[src/rtl/traffic_pkg.sv]
// Shared state encodings and helpers for the intersection controller.
package traffic_pkg;
   localparam int ST_W = 3;

   typedef enum logic [ST_W-1:0] {
      ST_OFF     = 3'd0,
      ST_ALL_RED = 3'd1,
      ST_GO      = 3'd2,
      ST_SLOW    = 3'd3,
      ST_FLASH   = 3'd4
   } state_t;

   function automatic int max2(input int a, input int b);
      return (a > b) ? a : b;
   endfunction
endpackage

[src/rtl/traffic_phase_timer.sv]
// Phase down-counter: loads DUR-1, counts to zero and holds there.
module traffic_phase_timer #(
   parameter int CNT_W = 4
) (
   input  logic             clk,
   input  logic             rst_n,
   input  logic             i_load,
   input  logic [CNT_W-1:0] i_val,
   output logic             o_expire
);
   logic [CNT_W-1:0] r_cnt;

   always_ff @(posedge clk or negedge rst_n) begin
      if (!rst_n)
         r_cnt <= '0;
      else if (i_load)
         r_cnt <= i_val;
      else if (r_cnt != '0)
         r_cnt <= r_cnt - CNT_W'(1);
   end

   assign o_expire = (r_cnt == '0);
endmodule

[src/rtl/traffic_intersection_ctrl.sv]
// N-approach round-robin intersection controller with ped
// extension and flashing-yellow maintenance mode.
module traffic_intersection_ctrl
   import traffic_pkg::*;
#(
   parameter int N_DIR       = 2,
   parameter int GREEN_CYC   = 8,
   parameter int PED_EXT_CYC = 4,
   parameter int YELLOW_CYC  = 3,
   parameter int ALLRED_CYC  = 2,
   parameter int FLASH_HALF  = 4
) (
   input  logic                       clk,
   input  logic                       rst_n,
   input  logic                       pow,
   input  logic                       str,
   input  logic                       flash_mode,
   input  logic [N_DIR-1:0]           ped_req,
   output logic [N_DIR-1:0]           g,
   output logic [N_DIR-1:0]           y,
   output logic [N_DIR-1:0]           r,
   output logic [N_DIR-1:0]           walk,
   output logic [ST_W-1:0]            curst,
   output logic [$clog2(N_DIR)-1:0]   active_dir
);
   localparam int DIR_W = $clog2(N_DIR);
   localparam int MAXD  = max2(max2(GREEN_CYC + PED_EXT_CYC, YELLOW_CYC),
                               max2(ALLRED_CYC, FLASH_HALF));
   localparam int CNT_W = $clog2(MAXD + 1);

   localparam logic [CNT_W-1:0] L_G  = CNT_W'(GREEN_CYC - 1);
   localparam logic [CNT_W-1:0] L_GP = CNT_W'(GREEN_CYC + PED_EXT_CYC - 1);
   localparam logic [CNT_W-1:0] L_Y  = CNT_W'(YELLOW_CYC - 1);
   localparam logic [CNT_W-1:0] L_AR = CNT_W'(ALLRED_CYC - 1);
   localparam logic [CNT_W-1:0] L_FH = CNT_W'(FLASH_HALF - 1);
   localparam logic [DIR_W-1:0] LAST = DIR_W'(N_DIR - 1);

   state_t             r_state, w_nxt_state;
   logic [DIR_W-1:0]   r_dir, w_nxt_dir;
   logic [N_DIR-1:0]   r_ped, w_nxt_ped;
   logic               r_served, w_nxt_served;
   logic               r_flash_on, w_nxt_flash;
   logic [N_DIR-1:0]   r_g, r_y, r_r, r_walk;
   logic [N_DIR-1:0]   w_g, w_y, w_r, w_walk, w_onehot;
   logic               w_load, w_exp;
   logic [CNT_W-1:0]   w_load_val;

   traffic_phase_timer #(.CNT_W(CNT_W)) u_timer (
      .clk      (clk),
      .rst_n    (rst_n),
      .i_load   (w_load),
      .i_val    (w_load_val),
      .o_expire (w_exp)
   );

   always_comb begin
      w_nxt_state  = r_state;
      w_nxt_dir    = r_dir;
      w_nxt_ped    = r_ped | ped_req;
      w_nxt_served = r_served;
      w_nxt_flash  = r_flash_on;
      w_load       = 1'b0;
      w_load_val   = '0;
      if (!pow) begin
         w_nxt_state  = ST_OFF;
         w_nxt_dir    = '0;
         w_nxt_ped    = '0;
         w_nxt_served = 1'b0;
         w_load       = 1'b1;
      end else begin
         unique case (r_state)
            ST_OFF: begin
               w_nxt_state = ST_ALL_RED;
               w_load      = 1'b1;
               w_load_val  = L_AR;
            end
            ST_ALL_RED: begin
               if (w_exp && flash_mode) begin
                  w_nxt_state = ST_FLASH;
                  w_nxt_flash = 1'b1;
                  w_load      = 1'b1;
                  w_load_val  = L_FH;
               end else if (w_exp && str) begin
                  // clear beats a same-edge request for this entry
                  w_nxt_state        = ST_GO;
                  w_nxt_served       = r_ped[r_dir];
                  w_nxt_ped[r_dir]   = 1'b0;
                  w_load             = 1'b1;
                  w_load_val         = r_ped[r_dir] ? L_GP : L_G;
               end
            end
            ST_GO: begin
               if (w_exp || flash_mode) begin
                  w_nxt_state = ST_SLOW;
                  w_load      = 1'b1;
                  w_load_val  = L_Y;
               end
            end
            ST_SLOW: begin
               if (w_exp) begin
                  w_nxt_state = ST_ALL_RED;
                  w_nxt_dir   = (r_dir == LAST) ? '0 : r_dir + DIR_W'(1);
                  w_load      = 1'b1;
                  w_load_val  = L_AR;
               end
            end
            ST_FLASH: begin
               if (!flash_mode) begin
                  w_nxt_state = ST_ALL_RED;
                  w_load      = 1'b1;
                  w_load_val  = L_AR;
               end else if (w_exp) begin
                  w_nxt_flash = ~r_flash_on;
                  w_load      = 1'b1;
                  w_load_val  = L_FH;
               end
            end
            default: begin
               w_nxt_state = ST_OFF;
               w_load      = 1'b1;
            end
         endcase
      end
   end

   // lamps decoded from next-state so they change with curst
   always_comb begin
      w_onehot = N_DIR'(1) << w_nxt_dir;
      w_g      = '0;
      w_y      = '0;
      w_r      = '0;
      w_walk   = '0;
      unique case (w_nxt_state)
         ST_ALL_RED: w_r = '1;
         ST_GO: begin
            w_g    = w_onehot;
            w_r    = ~w_onehot;
            w_walk = w_nxt_served ? w_onehot : '0;
         end
         ST_SLOW: begin
            w_y = w_onehot;
            w_r = ~w_onehot;
         end
         ST_FLASH: w_y = {N_DIR{w_nxt_flash}};
         default: ;
      endcase
   end

   always_ff @(posedge clk or negedge rst_n) begin
      if (!rst_n) begin
         r_state    <= ST_OFF;
         r_dir      <= '0;
         r_ped      <= '0;
         r_served   <= 1'b0;
         r_flash_on <= 1'b0;
         r_g        <= '0;
         r_y        <= '0;
         r_r        <= '0;
         r_walk     <= '0;
      end else begin
         r_state    <= w_nxt_state;
         r_dir      <= w_nxt_dir;
         r_ped      <= w_nxt_ped;
         r_served   <= w_nxt_served;
         r_flash_on <= w_nxt_flash;
         r_g        <= w_g;
         r_y        <= w_y;
         r_r        <= w_r;
         r_walk     <= w_walk;
      end
   end

   assign g          = r_g;
   assign y          = r_y;
   assign r          = r_r;
   assign walk       = r_walk;
   assign curst      = r_state;
   assign active_dir = r_dir;
endmodule
[config.mk]
export PLATFORM = sky130hd
export DESIGN_NAME = traffic_intersection_ctrl
export DESIGN_NICKNAME = d
export VERILOG_FILES = /design/src/rtl/traffic_pkg.sv /design/src/rtl/traffic_phase_timer.sv /design/src/rtl/traffic_intersection_ctrl.sv
export SDC_FILE = /design/constraint.sdc
export NUM_CORES = 1
export LEC_CHECK = 0
export BUFFER_PORTS_ARGS = -buffer_cell sky130_fd_sc_hd__buf_2
export CORE_ASPECT_RATIO = 1.2
export CORE_MARGIN = 4
export CORE_UTILIZATION = 58
export CTS_BUF_LIST = sky130_fd_sc_hd__clkbuf_4 sky130_fd_sc_hd__clkbuf_8 sky130_fd_sc_hd__clkbuf_16
export DETAILED_ROUTE_END_ITERATION = 12
export GPL_ROUTABILITY_DRIVEN = 1
export HOLD_SLACK_MARGIN = 0.08
export PLACE_DENSITY = 0.84
export SLEW_MARGIN = 20
export SYNTH_ARGS = -nofsm -noshare
export SYNTH_HDL_FRONTEND = slang
export SYNTH_SLANG_ARGS = --single-unit
export TNS_END_PERCENT = 30
[constraint.sdc]
create_clock -name clk -period 3.1 [get_ports clk]
set_input_delay 0 -clock clk [delete_from_list [all_inputs] [get_ports clk]]
set_output_delay 0 -clock clk [all_outputs]
set_load 0.05 [all_outputs]
==> run_results.csv, run 1 <==
group,metric,value,unit
placement,dp_hpwl,1712,um
synthesis,synth_edf_count,0,
global_route,grt_max_degree,21,
pwr,powerDensity,789.0,mW/mm^2
clock_tree,cts_tree,"built",
die,core_area,0.001829,mm^2
synthesis,yosysTopAreaCellShare,0.4499,
run,cap_viol_max_count,0,
clock_tree,root_buffer,"clkbuf_4",
synthesis,synthesis.area,0.001112,mm^2
finish,syn_to_final_growth,16.09,%
setup_path,cpPeakStageDelay,0.56,ns
finish,most-common-layout-cells,"dfrtp_1 (20), buf_2 (18), a21oi_1 (11)",
clock_tree,clkTransAtPathRegs,0.11,ns
finish,fin_util,0.7059,
timing,relSlewSlack,0.5901,
die,start_util,0.6081,
clock_tree,cts_setup_buffers,0,
global_route,antenna_found_initial,0,
synthesis,ys_types,40,
clock_tree,ctsHtreeMaxLevel,1,
setup_path,critPathArrivalTime,2.43,ns
synthesis,ys.flop_type,"dfrtp_1",
detailed_routing,wl_per_cell,16.00,um
placement,dp_cells,150,
synthesis,synth_seq_cells,20,
finish,final_nets,151,
synthesis,async_flop_share,1.000,
pwr,p_total,1.019,mW
timing,rsz0062_at_grt,"no",
worst_hold_path,hold_path.class,"input pin to async pin",
finish,drive_above_1_share,0.1915,
timing,fmax,452.6,MHz
detailed_routing,drt_iter0_drc,34,
synthesis,yosysSeqAreaShare,0.4499,
die,die-area,0.002685,mm^2
global_route,grt_use_total,0.2264,
finish,final_common_cell,"dfrtp_1",
clock_tree,cts_buffers,3,
timing,min_period,2.209,ns
finish,fill_cells,147,
finish,antenna_cells,0,
finish,multiInputGateArea,558.0,um^2
die,die_width,47.98,um
synthesis,yosysTopAreaCell,"dfrtp_1",
setup_path,critPathLaunchType,"flop",
global_route,overflow,0,
clock_tree,clk_latency,0.30,ns
synthesis,ys_warn_count,0,
global_route,grt_pass1_vias,973,
detailed_routing,avgViaCountPerCell,6.300,
setup_path,r2r_start,"u_timer.r_cnt[0]",
placement,place_congestion,0.8736,
timing,skew,0.008283,ns
die,die_h,55.97,um
timing,worst_slew_pin_slew,0.6135,ns
synthesis,avgSynthCellArea,9.269,um^2
setup_path,criticalPathCategory,"flop to flop",
finish,ff_latch_area,500.5,um^2
finish,fin_cells,160,
placement,io_buffer_count,18,
clock_tree,cts.sinks,20,
pwr,peakVddDrop,0.4332,mV
timing,fin_crit_sh,0.7127,
synthesis,synthTopCellsByArea,"dfrtp_1 (45%), a21oi_1 (4.9%), o21ai_0 (3.1%)",
timing,finalSetupTns,0,ns
setup_path,cp_cell_sequence,"inv_1 -> ha_1 -> or3b_1 -> o311a_1 -> and2_4 -> nor4_4",
timing,hold_viol,0,
detailed_routing,detail-route-antenna-nets,0,
pwr,p_leak,0.6136,nW
timing,drv_slew,0,
synthesis,syn_nets,128,
setup_path,cp-end-kind,"flop",
detailed_routing,via_count,1008,
synthesis,synth_cells,120,
detailed_routing,routed_wl,2560,um
global_route,grt_pass1_wl,4498,um
detailed_routing,drtPass1Iterations,4,
outcome,status,"finished, final reports clean",
setup_path,slowest_stage,"or3b_1",
setup_path,crit_fanout,12,
die,rows,17,
clock_tree,clockBufferDepth,2,
setup_path,crit_start,"u_timer.r_cnt[0]",
timing,finalSetupViolations,0,
setup_path,crit_required,3.32,ns
die,ios,19,
detailed_routing,drc_errors,0,
-- metrics by stage --
stage	instance area (um^2)	hold WS, ns	setup WS [ns]
5_1_grt	1291	0.1801	0.7713
6_report	1291	0.1554	0.8907
3_5_place_dp	1199	-0.02853	0.9479
4_1_cts	1291	0.1773	0.9128
2_1_floorplan	1112	-0.2956	1.225
3_3_place_gp	1199	-0.04302	1.000
-- where the power goes --
| group | internal [mW] | total (mW) | switching (mW) |
|---|---|---|---|
| sequential | 0.309 | 0.362 | 0.0526 |
| combinational | 0.194 | 0.533 | 0.339 |
| clock | 0.0454 | 0.123 | 0.0779 |
-- cell usage after synthesis, types with 3 or more instances --
cell,n
a21oi_1,11
clkbuf_1,6
dfrtp_1,20
inv_1,7
nand2_1,8
nand3_1,4
nand3b_1,3
nor2_1,7
nor2b_1,3
nor3_1,5
o21ai_0,7
-- worst paths after layout --
kind / slack (ns) / cells after the start / end
setup / recovery: 0.89 / 6 / walk[0]
hold / removal: 0.16 / 2 / y[1]
setup reg to reg: 0.89 / 6 / walk[0]
hold reg to reg: 0.57 / 1 / r_flash_on
max in group asynchronous: 2.63 / 2 / r_ped[0]
min in group clk: 0.23 / 5 / u_timer.r_cnt[0]
-- worst max-delay path: cells and delay by family (launching register included) --
family / cells / cell delay (ns)
buffers and inverters: 1 / 0.09
AO/OA/AOI/OAI: 1 / 0.44
AND/OR/NAND/NOR: 3 / 0.98
flip-flops: 1 / 0.38
adder cells (fa/ha/maj): 1 / 0.24
-- sequential cells by signal (all words and copies together), names as in the netlist --
register,cells
active_dir,1
curst,3
g,2
r,2
r_flash_on,1
r_ped,2
r_served,1
u_timer.r_cnt,4
walk,2
y,2
-- what timing repair did --
action | CTS | global route
hold buffers | 7 | 0
resized for setup | 0 | 0
hold endpoints to repair | 26 | 0
-- per-layer routing --
layer  global-route usage  vias to the layer above  wire, um
li1                     -                      477         -
met2               0.3440                       39      1305
met4              0.09615                        0        46
met1               0.3110                      487      1079
met5                    0                        -         0
met3              0.02913                        5       129
-- final cells by class --
class / count / area share
tap: 19 / 0.01841
multi-input combinational: 86 / 0.4322
sequential: 20 / 0.3876
inverter: 7 / 0.02035
clock buffer: 3 / 0.01744
timing repair buffer: 25 / 0.1240
-- cells by family (layout without fill, tap and decap cells) --
| logic type | count (synthesis) | after routing | synth area share |
|---|---|---|---|
| flops | 20 | 20 | 0.4499 |
| fa+ha+maj | 1 | 1 | 0.01125 |
| mux | 3 | 3 | 0.02925 |
| simple gates | 45 | 45 | 0.2475 |
| buf+inv | 14 | 35 | 0.04837 |
| xor+xnor | 3 | 3 | 0.02363 |
| compound gates | 34 | 34 | 0.1901 |
(Power assumes the default switching activity.)
==> run 2, diff against run 1 <==
--- a/config.mk
+++ b/config.mk
@@ -8,12 +8,12 @@
 export BUFFER_PORTS_ARGS = -buffer_cell sky130_fd_sc_hd__buf_2
 export CORE_ASPECT_RATIO = 1.2
 export CORE_MARGIN = 4
-export CORE_UTILIZATION = 58
+export CORE_UTILIZATION = 54
 export CTS_BUF_LIST = sky130_fd_sc_hd__clkbuf_4 sky130_fd_sc_hd__clkbuf_8 sky130_fd_sc_hd__clkbuf_16
 export DETAILED_ROUTE_END_ITERATION = 12
 export GPL_ROUTABILITY_DRIVEN = 1
 export HOLD_SLACK_MARGIN = 0.08
-export PLACE_DENSITY = 0.84
+export PLACE_DENSITY = 0.79
 export SLEW_MARGIN = 20
 export SYNTH_ARGS = -nofsm -noshare
 export SYNTH_HDL_FRONTEND = slang
==> constraint.sdc (replaced) <==
create_clock -name clk -period 2.1 [get_ports clk]
set_input_delay 0 -clock clk [delete_from_list [all_inputs] [get_ports clk]]
set_output_delay 0 -clock clk [all_outputs]
set_load 0.05 [all_outputs]
==> run 2 against run 1 <==
Against the previous run:
- clock power increased by 81%
- register-to-register slack got worse by 0.73 ns
- via count shrank 1.2%
- clock skew shrank 0.0039 ns
- sequential share of layout area is 1.5 points lower
- first-iteration DRC count fell by 29%
- final area increased by 4.0%
- power up 61%
- wire length shrank 4.3%
- non-clock buffer count grew 5
- critical path type unchanged
- critical endpoint unchanged
- largest cell class unchanged
- highest routed layer unchanged
==> run_results.csv, run 2 (same netlist as run 1, synthesis figures left out) <==
group,metric,value,unit
global_route,overflow,0,
clock_tree,cts_buffers,3,
timing,rsz0062_at_grt,"no",
setup_path,slowest_stage,"or3b_4",
detailed_routing,via_count,996,
placement,place_congestion,0.8321,
setup_path,path_delay_family,"simple AND/OR/NAND/NOR gates",
clock_tree,ctsHtreeMaxLevel,1,
timing,finalSetupViolations,0,
clock_tree,clk_latency,0.29,ns
global_route,grt_max_degree,21,
finish,syn_to_final_growth,20.70,%
setup_path,cp_num_buf_inv,1,
detailed_routing,drtPass1Iterations,6,
clock_tree,root_buffer,"clkbuf_4",
timing,fmax,515.0,MHz
die,core_area,0.001893,mm^2
finish,largest-register,"u_timer.r_cnt",
global_route,grt_pass1_vias,955,
timing,fin_crit_sh,0.9247,
setup_path,cpPeakStageDelay,0.42,ns
setup_path,cp-end-kind,"flop",
die,ios,19,
setup_path,criticalPathCategory,"flop to flop",
finish,final_nets,156,
setup_path,crit_required,2.31,ns
run,cap_viol_max_count,0,
timing,skew,0.004424,ns
timing,worst_slew_pin_slew,0.4442,ns
finish,most-common-layout-cells,"dfrtp_1 (20), buf_2 (18), a21oi_1 (11)",
worst_hold_path,hold_path.class,"input pin to flop",
timing,relSlewSlack,0.7039,
finish,stdcell_area,0.001343,mm^2
timing,min_period,1.942,ns
die,start_util,0.5876,
setup_path,crit_fanout,5,
finish,fin_util,0.7092,
pwr,p_leak,0.6466,nW
detailed_routing,wl_per_cell,14.75,um
global_route,antenna_found_initial,0,
detailed_routing,drt_iter0_drc,24,
die,die-area,0.002853,mm^2
detailed_routing,routed_wl,2449,um
finish,antenna_cells,0,
global_route,grt_pass1_wl,4077,um
finish,drive_above_1_share,0.2381,
setup_path,cp_cell_sequence,"inv_1 -> ha_1 -> or3b_4 -> o311a_1 -> and2_4 -> nor4_4",
pwr,p_total,1.637,mW
setup_path,critPathLaunchType,"flop",
die,die_width,49.43,um
clock_tree,cts_tree,"built",
timing,finalSetupTns,0,ns
finish,final_common_cell,"dfrtp_1",
placement,dp_hpwl,1777,um
outcome,status,"finished, final reports clean",
placement,io_buffer_count,18,
timing,drv_slew,0,
timing,hold_viol,0,
finish,largest_reg_flops,4,
clock_tree,cts.sinks,20,
detailed_routing,drc_errors,0,
die,die_h,57.72,um
die,rows,17,
clock_tree,clockBufferDepth,2,
setup_path,critPathArrivalTime,2.16,ns
detailed_routing,detail-route-antenna-nets,0,
clock_tree,clkTransAtPathRegs,0.12,ns
pwr,powerDensity,1220,mW/mm^2
pwr,peakVddDrop,0.8529,mV
detailed_routing,avgViaCountPerCell,6.000,
global_route,grt_use_total,0.1767,
placement,place_area,0.001244,mm^2
==> run 2: metrics by stage <==
step / worst slack (ns) / hold WS [ns] / instances
after global routing: 0.03546 / 0.1124 / 166
after CTS: 0.1234 / 0.09970 / 166
after detailed placement: 0.1565 / -0.03677 / 156
after global placement: 0.2076 / -0.04535 / 156
after floorplan: 0.2252 / -0.2956 / 120
final: 0.1582 / 0.1005 / 166
==> run 2: worst paths after layout <==
| path | end | slack [ns] | cells after the start | start |
|---|---|---|---|---|
| setup / recovery | walk[0] | 0.16 | 6 | u_timer.r_cnt[0] |
| hold / removal | u_timer.r_cnt[1] | 0.10 | 3 | flash_mode |
| setup reg to reg | walk[0] | 0.16 | 6 | u_timer.r_cnt[0] |
| hold reg to reg | r_flash_on | 0.57 | 1 | r_flash_on |
| max in group asynchronous | r_ped[0] | 1.63 | 2 | rst_n |
| min in group asynchronous | curst[1] | 0.17 | 2 | rst_n |
==> run 2: worst min-delay path, cell delays in order <==
cell and delay [ns]:
buf_2 0.16, nand3_1 0.10, a31oi_1 0.09
==> run 2: metal layers <==
metal	up-vias	wire length, um	GRT usage
met5	-	0	0
met4	0	30	0.08696
met3	4	135	0.03342
met2	33	1210	0.2931
met1	473	1072	0.2206
li1	486	-	-
==> run 2: area by class of cell <==
cell class,instances,area (um^2)
multi-input cells,86,560.5
fillers,152,550.5
flip-flops and latches,20,500.5
repair buffers,30,195.2
clock buffers,4,36.28
inverters,7,26.28
well taps,19,23.77
==> run 2: report_power, final <==
group / internal (mW) / total (mW) / leakage, nW / switching [mW]
clock network: 0.105 / 0.223 / 0.0210 / 0.117
registers: 0.457 / 0.518 / 0.268 / 0.0610
logic: 0.367 / 0.896 / 0.358 / 0.529
total: 0.930 / 1.64 / 0.647 / 0.707
==> run 2: what timing repair did <==
item | in CTS | in global routing
hold buffers | 6 | 0
buffers inserted | 0 | 0
resized for setup | 0 | 1
endpoints found under the hold margin | 23 | 0
setup endpoints to repair | 0 | 1
